## src/rtl/decode_pkg.sv

```systemverilog
// Shared decode types: opcode constants, instruction format enum and the queued decode record.
// Widths are sized for XLEN_MAX and truncated to the instance XLEN where they are used.
package decode_pkg;

  localparam int XLEN_MAX = 64;

  localparam logic [6:0] OP_REG    = 7'b0110011;
  localparam logic [6:0] OP_REG32  = 7'b0111011;
  localparam logic [6:0] OP_IMM    = 7'b0010011;
  localparam logic [6:0] OP_LOAD   = 7'b0000011;
  localparam logic [6:0] OP_JALR   = 7'b1100111;
  localparam logic [6:0] OP_IMM32  = 7'b0011011;
  localparam logic [6:0] OP_STORE  = 7'b0100011;
  localparam logic [6:0] OP_BRANCH = 7'b1100011;
  localparam logic [6:0] OP_LUI    = 7'b0110111;
  localparam logic [6:0] OP_AUIPC  = 7'b0010111;
  localparam logic [6:0] OP_JAL    = 7'b1101111;

  typedef enum logic [2:0] {
    FMT_R   = 3'd0,
    FMT_I   = 3'd1,
    FMT_S   = 3'd2,
    FMT_B   = 3'd3,
    FMT_U   = 3'd4,
    FMT_J   = 3'd5,
    FMT_INV = 3'd7
  } format_e;

  typedef struct packed {
    logic [XLEN_MAX-1:0] pc;
    logic [4:0]          rd;
    logic [4:0]          rs1;
    logic [4:0]          rs2;
    logic [2:0]          funct3;
    logic [6:0]          funct7;
    logic [XLEN_MAX-1:0] imm;
    format_e             format;
    logic                illegal;
  } decoded_t;

  // Base and alternate encodings are the only funct7 values R-type ops use.
  function automatic logic funct7_known(input logic [6:0] f7);
    return (f7 == 7'b0000000) || (f7 == 7'b0100000);
  endfunction

endpackage

```

## src/rtl/decode_stage_if.sv

```systemverilog
// Fetch-to-decode and decode-to-consumer handshake bundle; slave is the decode stage side.
// Both sides use valid/ready; flush travels with the fetch side.
interface decode_stage_if #(
  parameter int XLEN = 64
);
  logic            flush;
  logic            in_valid;
  logic            in_ready;
  logic [31:0]     in_instr;
  logic [XLEN-1:0] in_pc;
  logic            out_valid;
  logic            out_ready;
  logic [XLEN-1:0] out_pc;
  logic [4:0]      out_rd;
  logic [4:0]      out_rs1;
  logic [4:0]      out_rs2;
  logic [2:0]      out_funct3;
  logic [6:0]      out_funct7;
  logic [XLEN-1:0] out_imm;
  logic [2:0]      out_format;
  logic            out_illegal;

  modport master (
    output flush, in_valid, in_instr, in_pc, out_ready,
    input  in_ready, out_valid, out_pc, out_rd, out_rs1, out_rs2,
           out_funct3, out_funct7, out_imm, out_format, out_illegal
  );

  modport slave (
    input  flush, in_valid, in_instr, in_pc, out_ready,
    output in_ready, out_valid, out_pc, out_rd, out_rs1, out_rs2,
           out_funct3, out_funct7, out_imm, out_format, out_illegal
  );
endinterface

```

## src/rtl/decode_comb.sv

```systemverilog
// Purely combinational RV field/immediate extraction, zero latency, no handshake.
// DECODE_ILLEGAL_CHECK_EN enables the illegal flag (invalid format or unknown R-type funct7).
module decode_comb
  import decode_pkg::*;
#(
  parameter int XLEN = 64
) (
  input  logic [31:0]     instr_i,
  input  logic [XLEN-1:0] pc_i,
  output decoded_t        dec_o
);

  localparam bit RV64 = (XLEN == 64);

  logic [6:0]          opcode;
  logic [XLEN_MAX-1:0] imm_i;
  logic [XLEN_MAX-1:0] imm_s;
  logic [XLEN_MAX-1:0] imm_b;
  logic [XLEN_MAX-1:0] imm_u;
  logic [XLEN_MAX-1:0] imm_j;

  assign opcode = instr_i[6:0];
  assign imm_i  = {{52{instr_i[31]}}, instr_i[31:20]};
  assign imm_s  = {{52{instr_i[31]}}, instr_i[31:25], instr_i[11:7]};
  assign imm_b  = {{51{instr_i[31]}}, instr_i[31], instr_i[7], instr_i[30:25], instr_i[11:8], 1'b0};
  assign imm_u  = {{32{instr_i[31]}}, instr_i[31:12], 12'b0};
  assign imm_j  = {{43{instr_i[31]}}, instr_i[31], instr_i[19:12], instr_i[20], instr_i[30:21], 1'b0};

  always_comb begin
    dec_o        = '0;
    dec_o.format = FMT_INV;
    dec_o.pc     = XLEN_MAX'(pc_i);
    if (instr_i[1:0] == 2'b11) begin
      case (opcode)
        OP_REG, OP_REG32: begin
          // W-form register ops do not exist on a 32-bit datapath
          if (opcode == OP_REG || RV64) begin
            dec_o.format = FMT_R;
            dec_o.rd     = instr_i[11:7];
            dec_o.rs1    = instr_i[19:15];
            dec_o.rs2    = instr_i[24:20];
            dec_o.funct3 = instr_i[14:12];
            dec_o.funct7 = instr_i[31:25];
          end
        end
        OP_IMM, OP_LOAD, OP_JALR: begin
          dec_o.format = FMT_I;
          dec_o.rd     = instr_i[11:7];
          dec_o.rs1    = instr_i[19:15];
          dec_o.funct3 = instr_i[14:12];
          dec_o.imm    = imm_i;
        end
        OP_IMM32: begin
          if (RV64) begin
            dec_o.format = FMT_I;
            dec_o.rd     = instr_i[11:7];
            dec_o.rs1    = instr_i[19:15];
            dec_o.funct3 = instr_i[14:12];
            dec_o.funct7 = instr_i[31:25];
            dec_o.imm    = imm_i;
          end
        end
        OP_STORE: begin
          dec_o.format = FMT_S;
          dec_o.rs1    = instr_i[19:15];
          dec_o.rs2    = instr_i[24:20];
          dec_o.funct3 = instr_i[14:12];
          dec_o.imm    = imm_s;
        end
        OP_BRANCH: begin
          dec_o.format = FMT_B;
          dec_o.rs1    = instr_i[19:15];
          dec_o.rs2    = instr_i[24:20];
          dec_o.funct3 = instr_i[14:12];
          dec_o.imm    = imm_b;
        end
        OP_LUI, OP_AUIPC: begin
          dec_o.format = FMT_U;
          dec_o.rd     = instr_i[11:7];
          dec_o.imm    = imm_u;
        end
        OP_JAL: begin
          dec_o.format = FMT_J;
          dec_o.rd     = instr_i[11:7];
          dec_o.imm    = imm_j;
        end
        default: dec_o.format = FMT_INV;
      endcase
    end
`ifdef DECODE_ILLEGAL_CHECK_EN
    dec_o.illegal = (dec_o.format == FMT_INV) ||
                    ((dec_o.format == FMT_R) && !funct7_known(dec_o.funct7));
`else
    dec_o.illegal = 1'b0;
`endif
  end

endmodule

```

## src/rtl/decode_stage.sv

```systemverilog
// Decode stage: decodes on accept into a DEPTH-entry queue, head valid one cycle later.
// in_ready = !full with no pop-through while full; flush empties the queue. Illegal flag needs DECODE_ILLEGAL_CHECK_EN.
module decode_stage
  import decode_pkg::*;
#(
  parameter int XLEN  = 64,
  parameter int DEPTH = 2
) (
  input logic           clk,
  input logic           rst,
  decode_stage_if.slave bus
);

  localparam int PW = $clog2(DEPTH);
  localparam int CW = PW + 1;

  decoded_t         dec;
  decoded_t         head;
  decoded_t         mem_q [DEPTH];
  logic [PW-1:0]    wr_ptr_q, wr_ptr_d;
  logic [PW-1:0]    rd_ptr_q, rd_ptr_d;
  logic [CW-1:0]    count_q, count_d;
  logic             full;
  logic             empty;
  logic             push;
  logic             pop;

  decode_comb #(.XLEN(XLEN)) u_decode_comb (
    .instr_i (bus.in_instr),
    .pc_i    (bus.in_pc),
    .dec_o   (dec)
  );

  assign full  = (count_q == CW'(DEPTH));
  assign empty = (count_q == '0);
  // An accept coinciding with flush is dropped rather than queued behind the flush
  assign push  = bus.in_valid && !full && !bus.flush;
  assign pop   = !empty && bus.out_ready;

  always_comb begin
    wr_ptr_d = wr_ptr_q;
    rd_ptr_d = rd_ptr_q;
    count_d  = count_q;
    if (bus.flush) begin
      wr_ptr_d = '0;
      rd_ptr_d = '0;
      count_d  = '0;
    end else begin
      if (push) wr_ptr_d = wr_ptr_q + PW'(1);
      if (pop)  rd_ptr_d = rd_ptr_q + PW'(1);
      case ({push, pop})
        2'b10:   count_d = count_q + CW'(1);
        2'b01:   count_d = count_q - CW'(1);
        default: count_d = count_q;
      endcase
    end
  end

  always_ff @(posedge clk or posedge rst) begin
    if (rst) begin
      wr_ptr_q <= '0;
      rd_ptr_q <= '0;
      count_q  <= '0;
    end else begin
      wr_ptr_q <= wr_ptr_d;
      rd_ptr_q <= rd_ptr_d;
      count_q  <= count_d;
    end
  end

  // Storage needs no reset: every output is masked while the queue is empty
  always_ff @(posedge clk) begin
    if (push) mem_q[wr_ptr_q] <= dec;
  end

  assign head = empty ? '0 : mem_q[rd_ptr_q];

  assign bus.in_ready    = !full;
  assign bus.out_valid   = !empty;
  assign bus.out_pc      = head.pc[XLEN-1:0];
  assign bus.out_rd      = head.rd;
  assign bus.out_rs1     = head.rs1;
  assign bus.out_rs2     = head.rs2;
  assign bus.out_funct3  = head.funct3;
  assign bus.out_funct7  = head.funct7;
  assign bus.out_imm     = head.imm[XLEN-1:0];
  assign bus.out_format  = head.format;
  assign bus.out_illegal = head.illegal;

endmodule

```

## src/flat_wrapper.sv

```systemverilog
// flat-port wrapper written by rule: the top's interface ports become plain ports
module decode_stage_flat import decode_pkg::*;
#(
  parameter int XLEN  = 64,
  parameter int DEPTH = 2
)
  (clk, rst, bus_flush, bus_in_valid, bus_in_instr, bus_in_pc, bus_out_ready, bus_in_ready, bus_out_valid, bus_out_pc, bus_out_rd, bus_out_rs1, bus_out_rs2, bus_out_funct3, bus_out_funct7, bus_out_imm, bus_out_format, bus_out_illegal);
  decode_stage_if #(.XLEN(XLEN)) bus_i ();
  input logic clk;
  input logic rst;
  input wire logic [$bits(bus_i.flush)-1:0] bus_flush;
  input wire logic [$bits(bus_i.in_valid)-1:0] bus_in_valid;
  input wire logic [$bits(bus_i.in_instr)-1:0] bus_in_instr;
  input wire logic [$bits(bus_i.in_pc)-1:0] bus_in_pc;
  input wire logic [$bits(bus_i.out_ready)-1:0] bus_out_ready;
  output wire logic [$bits(bus_i.in_ready)-1:0] bus_in_ready;
  output wire logic [$bits(bus_i.out_valid)-1:0] bus_out_valid;
  output wire logic [$bits(bus_i.out_pc)-1:0] bus_out_pc;
  output wire logic [$bits(bus_i.out_rd)-1:0] bus_out_rd;
  output wire logic [$bits(bus_i.out_rs1)-1:0] bus_out_rs1;
  output wire logic [$bits(bus_i.out_rs2)-1:0] bus_out_rs2;
  output wire logic [$bits(bus_i.out_funct3)-1:0] bus_out_funct3;
  output wire logic [$bits(bus_i.out_funct7)-1:0] bus_out_funct7;
  output wire logic [$bits(bus_i.out_imm)-1:0] bus_out_imm;
  output wire logic [$bits(bus_i.out_format)-1:0] bus_out_format;
  output wire logic [$bits(bus_i.out_illegal)-1:0] bus_out_illegal;
  assign bus_i.flush = bus_flush;
  assign bus_i.in_valid = bus_in_valid;
  assign bus_i.in_instr = bus_in_instr;
  assign bus_i.in_pc = bus_in_pc;
  assign bus_i.out_ready = bus_out_ready;
  assign bus_in_ready = bus_i.in_ready;
  assign bus_out_valid = bus_i.out_valid;
  assign bus_out_pc = bus_i.out_pc;
  assign bus_out_rd = bus_i.out_rd;
  assign bus_out_rs1 = bus_i.out_rs1;
  assign bus_out_rs2 = bus_i.out_rs2;
  assign bus_out_funct3 = bus_i.out_funct3;
  assign bus_out_funct7 = bus_i.out_funct7;
  assign bus_out_imm = bus_i.out_imm;
  assign bus_out_format = bus_i.out_format;
  assign bus_out_illegal = bus_i.out_illegal;
  decode_stage #(.XLEN(XLEN), .DEPTH(DEPTH)) u_core (.clk(clk), .rst(rst), .bus(bus_i));
endmodule
```

## config.mk

```make
export PLATFORM = sky130hd
export DESIGN_NAME = decode_stage_flat
export DESIGN_NICKNAME = d
export VERILOG_FILES = /design/src/rtl/decode_pkg.sv /design/src/rtl/decode_stage_if.sv /design/src/rtl/decode_comb.sv /design/src/rtl/decode_stage.sv /design/src/flat_wrapper.sv
export SDC_FILE = /design/constraint.sdc
export NUM_CORES = 1
export LEC_CHECK = 0
export ABC_CLOCK_PERIOD_IN_PS = 18010
export CORE_ASPECT_RATIO = 1.4
export CORE_MARGIN = 3
export CORE_UTILIZATION = 50
export DETAILED_ROUTE_END_ITERATION = 8
export PLACE_DENSITY = 0.77
export SETUP_SLACK_MARGIN = 0.1
export SLEW_MARGIN = 25
export SYNTH_ARGS = -nofsm -noshare
export SYNTH_HDL_FRONTEND = slang
export SYNTH_HIERARCHICAL = 1
export SYNTH_SLANG_ARGS = --single-unit
```

## constraint.sdc

```tcl
create_clock -name clk -period 18.01 [get_ports clk]
set_clock_uncertainty 0.1 [all_clocks]
set_input_delay 5.403 -clock clk [delete_from_list [all_inputs] [get_ports clk]]
set_output_delay 5.403 -clock clk [all_outputs]
set_load 0.02 [all_outputs]
```

# ---- Word level (Yosys, flattened, before mapping)
# Memories as Yosys holds them, arrays and structs flattened.
# Index checks and enable logic that the tools add are counted.
# Widths: inputs -> output; s select.
dict set report totals {
  reg_bits 4
  ramBits 312
  inputBits 101
  out_inout_bits 159
  word_cells 57
  n_memories 1
}
dict set report op_classes {
  n_addsub 4
  eq_ne 15
  n_mux 17
  reduce_logical 17
}
# name words width rd rd_ports_with_merged_regs wr line_no
set memory_table {}
lappend memory_table {u_core.mem_q 2 156 1 0 1 decode_stage.sv:19} ;# decoded_t mem_q [DEPTH];
# op count
set ops {}
lappend ops {{$pmux 64 s5} 1}
lappend ops {{$mux 157} 1}
lappend ops {{$mux 92} 1}
lappend ops {{$eq 7x6->1 const B} 4}
lappend ops {{$eq 7x5->1 const B} 3}
lappend ops {{$eq 7x7->1 const B} 3}
lappend ops {{$pmux 3 s6} 1}
lappend ops {{$mux 5} 3}
lappend ops {{$reduce_or 9->1} 1}
lappend ops {{$reduce_or 4->1} 2}
lappend ops {{$reduce_or 8->1} 1}
lappend ops {{$eq 7x2->1 const B} 1}
lappend ops {{$mux 7} 1}
lappend ops {{$eq 2x2->1 const B} 3}
lappend ops {{$mux 1} 6}
lappend ops {{$pmux 2 s2} 1}
lappend ops {{$reduce_bool 2->1} 2}
lappend ops {{$reduce_or 2->1} 2}
lappend ops {{$logic_and 1x1->1} 3}
lappend ops {{$logic_not 1->1} 3}
lappend ops {{$mux 3} 1}
lappend ops {{$reduce_bool 3->1} 1}
lappend ops {{$reduce_or 3->1} 1}
lappend ops {{$add 1x1->1 const B} 2}
lappend ops {{5 further kinds} 5}

# ---- Longest topological paths before layout
dict set report depth {
  ltp_word 7
  depth_mapped 6
  depth_no_buf 4
}

# ---- Cells and area by module
# The synthesis kept the hierarchy.
# module n_inst cells_per_inst area_each_um2 seq_area_each_um2
set by_module_without_submodules {}
lappend by_module_without_submodules {decode_stage 1 691 12145.4 9529.1}
lappend by_module_without_submodules {decode_comb 1 212 1544.0 0.0}

# ---- Worst setup path before layout
# No wires, ideal clock.
dict set report synth_timing {
  path_kind {input to register}
  startpoint {input port bus_flush}
  endpoint {memory u_core/mem_q[1][0] (netlist name), enable pin}
  setup_ns 0.901
  arrival_ns 16.787
  t_required_ns 17.009
  setup_slack_ns 0.222
  path_stages 1
  n_path_buf 0
  path_cell_list {nor3b_1}
}
dict set report synth_between {
  elab_chain_cells 4
}
# item line_no
set synth_rtl {}
lappend synth_rtl {{from (decl)} flat_wrapper.sv:11} ;# input wire logic [$bits(bus_i.flush)-1:0] bus_flush;
lappend synth_rtl {{$logic_not 1->1} decode_stage.sv:37} ;# assign push = bus.in_valid && !full && !bus.flush;
lappend synth_rtl {{$logic_and 1x1->1} decode_stage.sv:37}
lappend synth_rtl {{$mux 1} decode_stage.sv:73} ;# if (push) mem_q[wr_ptr_q] <= dec;
lappend synth_rtl {{$mux 1 (implied by the code)} decode_stage.sv:73}
lappend synth_rtl {{to (decl)} decode_stage.sv:19}
# No other way between the ends.

# ---- Final worst setup path
dict set report layout_timing {
  startpoint {register u_core.rd_ptr_q}
  endpoint {output port bus_out_imm[25]}
}
dict set report layout_between {
  elab_chain_cells 2
}
# item line_no
set layout_rtl {}
lappend layout_rtl {{from (decl)} decode_stage.sv:21} ;# logic [PW-1:0] rd_ptr_q, rd_ptr_d;
lappend layout_rtl {{from (signal assigned)} decode_stage.sv:66} ;# rd_ptr_q <= rd_ptr_d;
lappend layout_rtl {{$mem_v2 2x156} --}
lappend layout_rtl {{$mux 157} decode_stage.sv:76} ;# assign head = empty ? '0 : mem_q[rd_ptr_q];
lappend layout_rtl {{to (decl)} flat_wrapper.sv:24} ;# output wire logic [$bits(bus_i.out_imm)-1:0] bus_out_imm;
# No other way between the ends.

==> results.md <==
- Pwr Total: 1.63 mW
- Peak supply drop: 0.0811 mV
- Routed vias: 7487
- Vias in the first global route: 7709
- CTS Root Cell: clkbuf_16
- Met3 Resource Use GR: 4.17%
- Number of synthesized flops with an enable pin: 314
- Port bufs: 259
- Initial antenna violation count: 5
- Ports: 260
- Status: finished, final reports clean
- Pin count of the biggest net entering global routing: 92
- Clock sinks: between 300 and 400
- Die W: 146 um
- Max Clock Freq: 0.110 GHz
- CP Data Arrival Time: 3.61 ns
- Crit Path Class: reg2out
- Slew Limit Headroom: around a third
- Fin nets: 1164
- Routed WL: 27800 um
- Ys Warns: 6
- Top-count cell post-synth: edfxtp_1
- TNS Setup: 0 ns
- Slew Limit Fails: 0
- Dpl cell area: 15800 um2
- Lkg Pwr: 5.54 nW
- Syn Nets: 1004
- Post-synthesis sequential area ratio: 69.6%
- Placeable Area: between 20000 and 30000 um2
- Num CTS Buffers: 28
- Area Growth Syn to Fin: 22.0%
- Max-cap violations: 0
- Slew @ Worst Pin: between 1 and 1.5 ns
- GR peak layer: met2
- Synth top area share: about 69%
- Ys flop type: edfxtp_1
- Die H: 202 um
- CP max FO: 57
- Fin crit share: 50.6%
- Synth top area cells: edfxtp_1, mux2i_1, buf_4
- Proportion of layout cells with a drive suffix above 1: 6.46%
- Drt via density: about 5.2
- Worst reg2reg endpoint: u_core/mem_q[0][33]$_DFFE_PP_
- Worst r2r src: u_core/count_q[1]$_DFFE_PP0P_
- Rows: 71
- Clock buffer depth: 3
- Clk_lat worst skew: 0.53 ns
- CTS tree: done
- Initial DRT Pass Iterations: 4
- Pwr per Cell Area: 97.5 nW/um2
- Type of the worst min-delay path: reg2reg
- Hpwl dp: 17800 um
- Crit path launch: u_core/rd_ptr_q$_DFFE_PP0P_
- Routed Antenna Nets: 0
- Worst reg2reg setup slack: 15.18 ns
- Final setup violation count: 0
- Min Tclk post-route: a little over 9 ns
- Fillers: 1982
- Hold_ws: 0.490 ns
- CP endpoint: bus_out_imm[25]
- CTS Hold Bufs: 0
- Die area: ~29000 um2
- Drt wl/cell: 19.2 um
- Final Hold Fails: 0
- Synth Cell Area: 13700 um2
- Count of cell types in the netlist: 47
- Initial Util: 50.9%
- Worst Path Required: 12.51 ns
- Gpl congestion: 0.777
- RSZ-0062 raised after global routing: false
- Worst-path clk slew: 0.06 ns
- Post-CTS resize count: 0
- Met1 GRT Util: roughly a fifth
- Reg2Reg Depth: 5
- Syn Inst Count: 903
- Async set-reset flop share out of synthesis: 1.26%
- GR Util met2: 33.0%
- Synth cell count leaders: edfxtp_1, nor2_1, mux2i_1
- Post-CTS setup buffer count: 0
- Avg Cell Area, Syn: 15.2 um2
- Cell area after layout: 16700 um2
- Initial DRC count: 327
- Global-route wire length before repair: about 43000 um
- Htree depth: 1
- CP endpoint kind: output pin
- DRC viols: 0
- GRT Overall Usage: 18.2%
- Flops & latches, synth: 318
- Worst setup SP type: flip-flop
- Yosys top cell by area: edfxtp_1
- Gr ovfl total: 0
kinds of logic (layout without fill, tap and decap cells):
kind of cell | Yosys count | in the layout | synth area share (%)
AOI/OAI and AO/OA | 46 | 46 | 2.60
and+or+nand+nor | 234 | 234 | 8.07
muxes | 158 | 158 | 11.6
xor gates and xnor gates | 1 | 1 | 0.0640
DFF | 318 | 318 | 69.6
other | 1 | 3 | 0.0274
buffers and inverters | 145 | 325 | 8.08
worst min path at each step:
stage	startpoint	to	cells after the start
after detailed placement	u_core/wr_ptr_q$_DFFE_PP0P_	u_core/wr_ptr_q$_DFFE_PP0P_	2
after global routing	u_core/wr_ptr_q$_DFFE_PP0P_	u_core/wr_ptr_q$_DFFE_PP0P_	2
after floorplan	u_core/wr_ptr_q$_DFFE_PP0P_	u_core/wr_ptr_q$_DFFE_PP0P_	2
final	u_core/wr_ptr_q$_DFFE_PP0P_	u_core/wr_ptr_q$_DFFE_PP0P_	2
after global placement	u_core/wr_ptr_q$_DFFE_PP0P_	u_core/wr_ptr_q$_DFFE_PP0P_	2
after CTS	u_core/wr_ptr_q$_DFFE_PP0P_	u_core/wr_ptr_q$_DFFE_PP0P_	2
registers in the layout, indices dropped and copies added, names as in the netlist:
register and count:
u_core/count_q 2, u_core/mem_q 314, u_core/wr_ptr_q 1, u_core/rd_ptr_q 1
layout make-up:
cell class,instances,area [um2],area share (%)
clock inverter,11,104,0.622
sequential,318,9530,57.1
tap,365,457,2.73
clock buffer,39,783,4.69
inverter,6,22.5,0.135
multi-input combinational,440,3090,18.5
antenna,2,5.00,0.0300
timing repair buffer,269,2720,16.3
cell usage in the layout (no fill, tap or decap), types with 3 or more instances in the layout:
cell type,n
edfxtp_1,314
clkdlybuf4s50_1,259
nor2_1,164
mux2i_1,158
and2_1,31
clkbuf_16,29
a21o_1,20
clkbuf_1,8
buf_4,6
clkinv_2,5
a21oi_1,5
a21oi_2,5
a22o_1,5
inv_1,4
nor2b_1,4
nand2_1,4
nand2b_1,4
clkinv_1,3
nor2_4,3
dfrtp_1,3
nand3_1,3
stage by stage:
step | std cells | util, % | setup slack, ns
finish | 1450 | 62.1 | 8.89
global route | 1450 | 62.1 | 8.71
global placement | 1396 | 58.5 | 9.43
CTS | 1447 | 61.9 | 8.85
floorplan | 903 | - | 0.222
detailed placement | 1397 | 58.6 | 9.43
worst max-delay path, stage by stage (launching register included):
cell	delay (ns)
dfrtp_4	1.03
buf_4	0.90
mux2i_1	0.18
nor2_1	0.21
clkdlybuf4s50_1	0.64
report_power, final:
group	internal, mW	switching [mW]	leakage (nW)	total [mW]
clock network	0.331	0.245	0.434	0.576
registers	0.837	0.0113	2.95	0.848
logic	0.0934	0.112	2.16	0.205
layer usage:
| metal | vias to the layer above | routed length, um |
|---|---|---|
| met2 | 248 | 14600 |
| met3 | 63 | 1830 |
| li1 | 3507 | - |
| met4 | 6 | 1020 |
| met1 | 3663 | 10300 |
| met5 | - | 41 |
Note: power is estimated with default switching activity, not from simulation.
